**src/rtl/mux2_rr_arbiter.sv**
```systemverilog
// Round-robin arbiter/sequencer for a shared 2:1 streaming mux; grants are held for a whole burst.
// Optional forced release after MAX_BURST beats when ARB_BURST_LIMIT_EN is defined.
module mux2_rr_arbiter #(
  parameter int DW        = 8,
  parameter int MAX_BURST = 4
) (
  input  logic          clk,
  input  logic          rst_n,
  input  logic          req0_valid,
  input  logic [DW-1:0] req0_data,
  input  logic          req0_last,
  output logic          req0_ready,
  input  logic          req1_valid,
  input  logic [DW-1:0] req1_data,
  input  logic          req1_last,
  output logic          req1_ready,
  output logic          out_valid,
  output logic [DW-1:0] out_data,
  output logic          out_last,
  input  logic          out_ready,
  output logic          sel,
  output logic          busy
);

  typedef enum logic [1:0] {
    IDLE   = 2'd0,
    GRANT0 = 2'd1,
    GRANT1 = 2'd2
  } state_e;

  state_e state_q, state_d;
  logic   prio_q, prio_d;
  logic   sel_q, sel_d;
  logic   cur_s;
  logic   other_valid_s;
  logic   accept_s;
  logic   limit_hit_s;

`ifdef ARB_BURST_LIMIT_EN
  localparam logic [7:0] LAST_BEAT_C = 8'(MAX_BURST - 1);
  logic [7:0] cnt_q, cnt_d;

  // Accepting beat number MAX_BURST forces a release even without last.
  always_comb begin
    limit_hit_s = (cnt_q == LAST_BEAT_C);
  end
`else
  always_comb begin
    limit_hit_s = 1'b0;
  end
`endif

  // Datapath steering: only the granted source sees out_ready; IDLE passes nothing.
  always_comb begin
    out_valid  = 1'b0;
    out_data   = '0;
    out_last   = 1'b0;
    req0_ready = 1'b0;
    req1_ready = 1'b0;
    case (state_q)
      GRANT0: begin
        out_valid  = req0_valid;
        out_data   = req0_data;
        out_last   = req0_last;
        req0_ready = out_ready;
      end
      GRANT1: begin
        out_valid  = req1_valid;
        out_data   = req1_data;
        out_last   = req1_last;
        req1_ready = out_ready;
      end
      default: begin
        out_valid = 1'b0;
      end
    endcase
  end

  assign sel  = sel_q;
  assign busy = (state_q != IDLE);

  // Next-state, priority and select computation.
  always_comb begin
    state_d       = state_q;
    prio_d        = prio_q;
    sel_d         = sel_q;
`ifdef ARB_BURST_LIMIT_EN
    cnt_d         = cnt_q;
`endif
    cur_s         = (state_q == GRANT1);
    other_valid_s = cur_s ? req0_valid : req1_valid;
    accept_s      = out_valid & out_ready;
    case (state_q)
      IDLE: begin
`ifdef ARB_BURST_LIMIT_EN
        cnt_d = 8'd0;
`endif
        if (req0_valid && req1_valid) begin
          state_d = prio_q ? GRANT1 : GRANT0;
          sel_d   = prio_q;
        end else if (req0_valid) begin
          state_d = GRANT0;
          sel_d   = 1'b0;
        end else if (req1_valid) begin
          state_d = GRANT1;
          sel_d   = 1'b1;
        end else begin
          state_d = IDLE;
        end
      end
      GRANT0, GRANT1: begin
        if (accept_s && (out_last || limit_hit_s)) begin
          prio_d = ~cur_s;
`ifdef ARB_BURST_LIMIT_EN
          cnt_d  = 8'd0;
`endif
          // Hand straight over to a waiting peer; otherwise drop to IDLE (one bubble for same source).
          if (other_valid_s) begin
            state_d = cur_s ? GRANT0 : GRANT1;
            sel_d   = ~cur_s;
          end else begin
            state_d = IDLE;
          end
        end else if (accept_s) begin
`ifdef ARB_BURST_LIMIT_EN
          cnt_d = cnt_q + 8'd1;
`endif
          state_d = state_q;
        end else begin
          state_d = state_q;
        end
      end
      default: begin
        state_d = IDLE;
      end
    endcase
  end

  // State registers.
  always_ff @(posedge clk or negedge rst_n) begin
    if (!rst_n) begin
      state_q <= IDLE;
      prio_q  <= 1'b0;
      sel_q   <= 1'b0;
`ifdef ARB_BURST_LIMIT_EN
      cnt_q   <= 8'd0;
`endif
    end else begin
      state_q <= state_d;
      prio_q  <= prio_d;
      sel_q   <= sel_d;
`ifdef ARB_BURST_LIMIT_EN
      cnt_q   <= cnt_d;
`endif
    end
  end

endmodule

```
**config.mk**
```make
export PLATFORM = sky130hd
export DESIGN_NAME = mux2_rr_arbiter
export DESIGN_NICKNAME = d
export VERILOG_FILES = /design/src/rtl/mux2_rr_arbiter.sv
export SDC_FILE = /design/constraint.sdc
export NUM_CORES = 1
export LEC_CHECK = 0
export CELL_PAD_IN_SITES_DETAIL_PLACEMENT = 1
export CELL_PAD_IN_SITES_GLOBAL_PLACEMENT = 2
export CORE_MARGIN = 2
export CORE_UTILIZATION = 18
export DETAILED_ROUTE_END_ITERATION = 10
export MAX_ROUTING_LAYER = met4
export PLACE_DENSITY_LB_ADDON = 0.1
export SETUP_SLACK_MARGIN = 0.02
export SLEW_MARGIN = 20
export SYNTH_ARGS = -nofsm -noshare
export SYNTH_HDL_FRONTEND = slang
export SYNTH_SLANG_ARGS = --single-unit
```
**constraint.sdc**
```tcl
create_clock -name clk -period 4.8 [get_ports clk]
set_input_delay 1.2 -clock clk [delete_from_list [all_inputs] [get_ports clk]]
set_output_delay 1.2 -clock clk [all_outputs]
set_load 0.01 [all_outputs]
```
==> impl_metrics.csv <==
group,metric,value,unit
clock_network,cts_hold_repair.buffers,0,
worst_setup_path,timing.critical_path.slowest_cell_delay,0.54,ns
clock_network,clk_pin_slew,0.04,ns
cells_and_area,final_net_count,124,
timing,worst_case_headroom_to_the_max_slew_limit,62.8,%
grt,largest_net_degree_at_the_start_of_global_routing,19,
timing,setup_ws,0.986,ns
power,p_leak,0.349,nW
synthesis,ys.warnings.count,0,
clock_network,clock_sinks,4,
timing,tightest_slew,0.558,ns
worst_setup_path,critical_path.top_delay_family,"buffers and inverters",
synthesis,postSynthCellCount,59,
routing,remaining_antenna_violation_count_after_routing,0,
grt,gr-usage-met1,13.1,%
floorplan,core,2730,sq um
floorplan,placementRows,19,
placement,placed_wire_length_estimate_after_detailed_placement,1340,microns
synthesis,synth_cell_types,22,
synthesis,postSynth.asyncResetShare,100,%
synthesis,synth.net_count,87,
grt,top_usage_layer,"met2",
timing,finClkSkew,0.00177,ns
clock_network,worstSkewPairLatency,0.23,ns
cells_and_area,stdcell_area,907,sq um
placement,place.detailed.instances,122,
cells_and_area,drive_above_1_share,8.51,%
timing,setup_violations,0,
routing,wl,1650,microns
timing,holdWs,0.508,ns
placement,worst_slack_at_placement,0.979,ns
placement,placed_area,885,sq um
timing,fin_setup_tns,0,ns
min_path,hold_class,"reg2reg",
grt,grt_use_total,10.7,%
clock_network,cts_resized,0,
placement,io_buffer_count,36,
worst_setup_path,crit_required,3.60,ns
worst_setup_path,most_frequent_cell_on_critical_path,"sky130_fd_sc_hd__clkdlybuf4s50_1",
grt,number_of_global_route_vias_before_repair,574,
synthesis,number_of_enable_type_register_cells_in_the_synthesized_netlist,0,
job,timing.max_cap.violations,0,
routing,drt_iter0_markers,6,
cells_and_area,area_delta_synth_final,77.7,%
clock_network,post-cts-setup-buffer-count,0,
synthesis,syn_avg_cell_area,8.65,sq um
routing,remaining_drc_errors,0,
clock_network,tritoncts,"built",
worst_setup_path,endpoint_type_of_the_worst_setup_path,"primary output",
clock_network,clk_root_buffer_cell,"sky130_fd_sc_hd__clkbuf_4",
synthesis,ys_ff_latch,4,
floorplan,pin_count,37,
synthesis,synth_top_flop_cell,"sky130_fd_sc_hd__dfrtp_1",
placement,gp_congestion,0.639,
timing,fmax,262,MHz
worst_setup_path,crit_slowest_cell,"sky130_fd_sc_hd__clkdlybuf4s50_1",
outcome,outcome,"complete, no violations",
clock_network,clockBufferDepth,2,
power,worst_ir_drop_vdd,247,uV
clock_network,cts.htree.levels,1,
clock_network,cts_inserted_buffers,3,
grt,gr-total-overflow,0,
grt,grt_first_pass_wirelength,2660,microns
power,power_density,489,nW/um^2
power,p_total,0.444,mW
routing,via_count,561,
floorplan,dieHeight,57.3,microns
timing,final-hold-violation-count,0,
synthesis,syn_area,510,sq um
worst_setup_path,ordered_list_of_cells_on_the_worst_path,"clkdlybuf4s50_1, a22o_1, and2_1, clkdlybuf4s50_1",
floorplan,die-area,3280,sq um
grt,global_route.usage.met3,1.36,%
routing,routed_length_per_placed_instance,13.2,microns
cells_and_area,num-fill-cells,337,
synthesis,seq_area_frac_synth,19.6,%
cells_and_area,finish.utilization,33.2,%
cells_and_area,antenna_cells,0,
worst_setup_path,cp_max_fo,4,
cells_and_area,area.sequential,100,sq um
timing,grt_setup_unrepaired,"false",
routing,drt_pass1_iterations,2,
routing,viasPerCell,4.49,
floorplan,die_w,57.3,microns
timing,maxSlewViolCount,0,
grt,grt_antenna_before_repair,0,
cells_and_area,multi_input_comb_area,370,sq um
worst_setup_path,critPathBufInv,2,
grt,use_met2,17.4,%
worst_setup_path,worst_setup_path_class,"in2out",
worst_setup_path,worstSetupStartpointType,"primary input",
timing,finalCriticalPeriod,3.81,ns
worst_setup_path,worstPathArrival,2.61,ns
floorplan,starting_density_of_the_core,18.7,%
timing,period_share,79.5,%
cells_and_area,final_cell_count_no_fill,125,
worst reg2reg max path: stages (launching register included):
cell and delay (ns):
sky130_fd_sc_hd__dfrtp_1 0.42, sky130_fd_sc_hd__inv_1 0.09, sky130_fd_sc_hd__ha_1 0.42, sky130_fd_sc_hd__a22o_1 0.28, sky130_fd_sc_hd__nand4_4 0.14, sky130_fd_sc_hd__a211oi_2 0.28
sky130_fd_sc_hd__mux2_1 0.35
final timing paths:
path                                 start         end  slack (ns)  depth (start not counted)
max in group asynchronous            rst_n      prio_q        3.48                          1
worst max register to register  state_q[1]         sel        2.70                          6
worst min-delay path                   sel         sel        0.51                          1
worst min register to register         sel         sel        0.51                          1
min in group asynchronous            rst_n  state_q[1]        1.16                          1
worst max-delay path            req0_valid   out_valid        0.99                          4
cell type report:
type / count / area share (%)
Clock buffer: 3 / 2.48
Multi-Input combinational cell: 47 / 40.8
Sequential cell: 4 / 11.0
Tap cell: 31 / 4.28
Inverter: 4 / 1.66
Timing Repair Buffer: 36 / 39.7
report_power, final:
group	switching (mW)	leakage (nW)	internal [mW]
Clock	0.0129	0.0138	0.0279
Combinational	0.163	0.286	0.178
Sequential	0.0130	0.0497	0.0496
kinds of logic after synthesis:
kind of cell / share of synthesized area [%]
flops: 19.6
mux: 6.62
compound gates: 26.2
simple gates: 27.5
buf+inv: 7.84
fa+ha+maj: 12.3
Yosys cell counts, types with 2 or more instances:
cell type	n	area (sq um)
sky130_fd_sc_hd__o21ai_0	3	15.0
sky130_fd_sc_hd__ha_1	5	62.6
sky130_fd_sc_hd__dfrtp_1	4	100
sky130_fd_sc_hd__a22oi_1	8	60.1
sky130_fd_sc_hd__a21oi_1	4	20.0
sky130_fd_sc_hd__nand2_1	3	11.3
sky130_fd_sc_hd__nand2b_1	2	12.5
sky130_fd_sc_hd__nor2b_1	8	50.1
sky130_fd_sc_hd__and2_1	4	25.0
sky130_fd_sc_hd__inv_1	4	15.0
sky130_fd_sc_hd__mux2_2	2	22.5
sky130_fd_sc_hd__buf_2	2	10.0
routing by layer:
metal | up-vias | wire (microns)
met5 | - | 0
li1 | 278 | -
met3 | 0 | 74
met1 | 264 | 733
met2 | 19 | 838
met4 | 0 | 0
flip-flops by register name, indices dropped and copies added, names as in the netlist:
| signal | cells |
|---|---|
| state_q | 2 |
| prio_q | 1 |
| sel | 1 |
cells in the final DEF (no fill, tap or decap):
cell type                          n
sky130_fd_sc_hd__mux2_2            2
sky130_fd_sc_hd__dfrtp_1           4
sky130_fd_sc_hd__nand4_4           1
sky130_fd_sc_hd__o21ai_0           3
sky130_fd_sc_hd__clkdlybuf4s50_1  36
sky130_fd_sc_hd__nor3b_1           1
sky130_fd_sc_hd__ha_1              5
sky130_fd_sc_hd__a22oi_1           8
sky130_fd_sc_hd__a22o_4            1
sky130_fd_sc_hd__nand2b_1          2
sky130_fd_sc_hd__nor3_1            1
sky130_fd_sc_hd__a21oi_1           4
sky130_fd_sc_hd__nor2b_1           8
sky130_fd_sc_hd__inv_1             4
sky130_fd_sc_hd__and2_1            4
sky130_fd_sc_hd__a22o_1            1
sky130_fd_sc_hd__a211oi_2          1
sky130_fd_sc_hd__clkbuf_4          3
sky130_fd_sc_hd__nand2_1           3
sky130_fd_sc_hd__nand3b_1          1
sky130_fd_sc_hd__mux2_1            1
No activity file was read; power rests on OpenSTA's default activity.
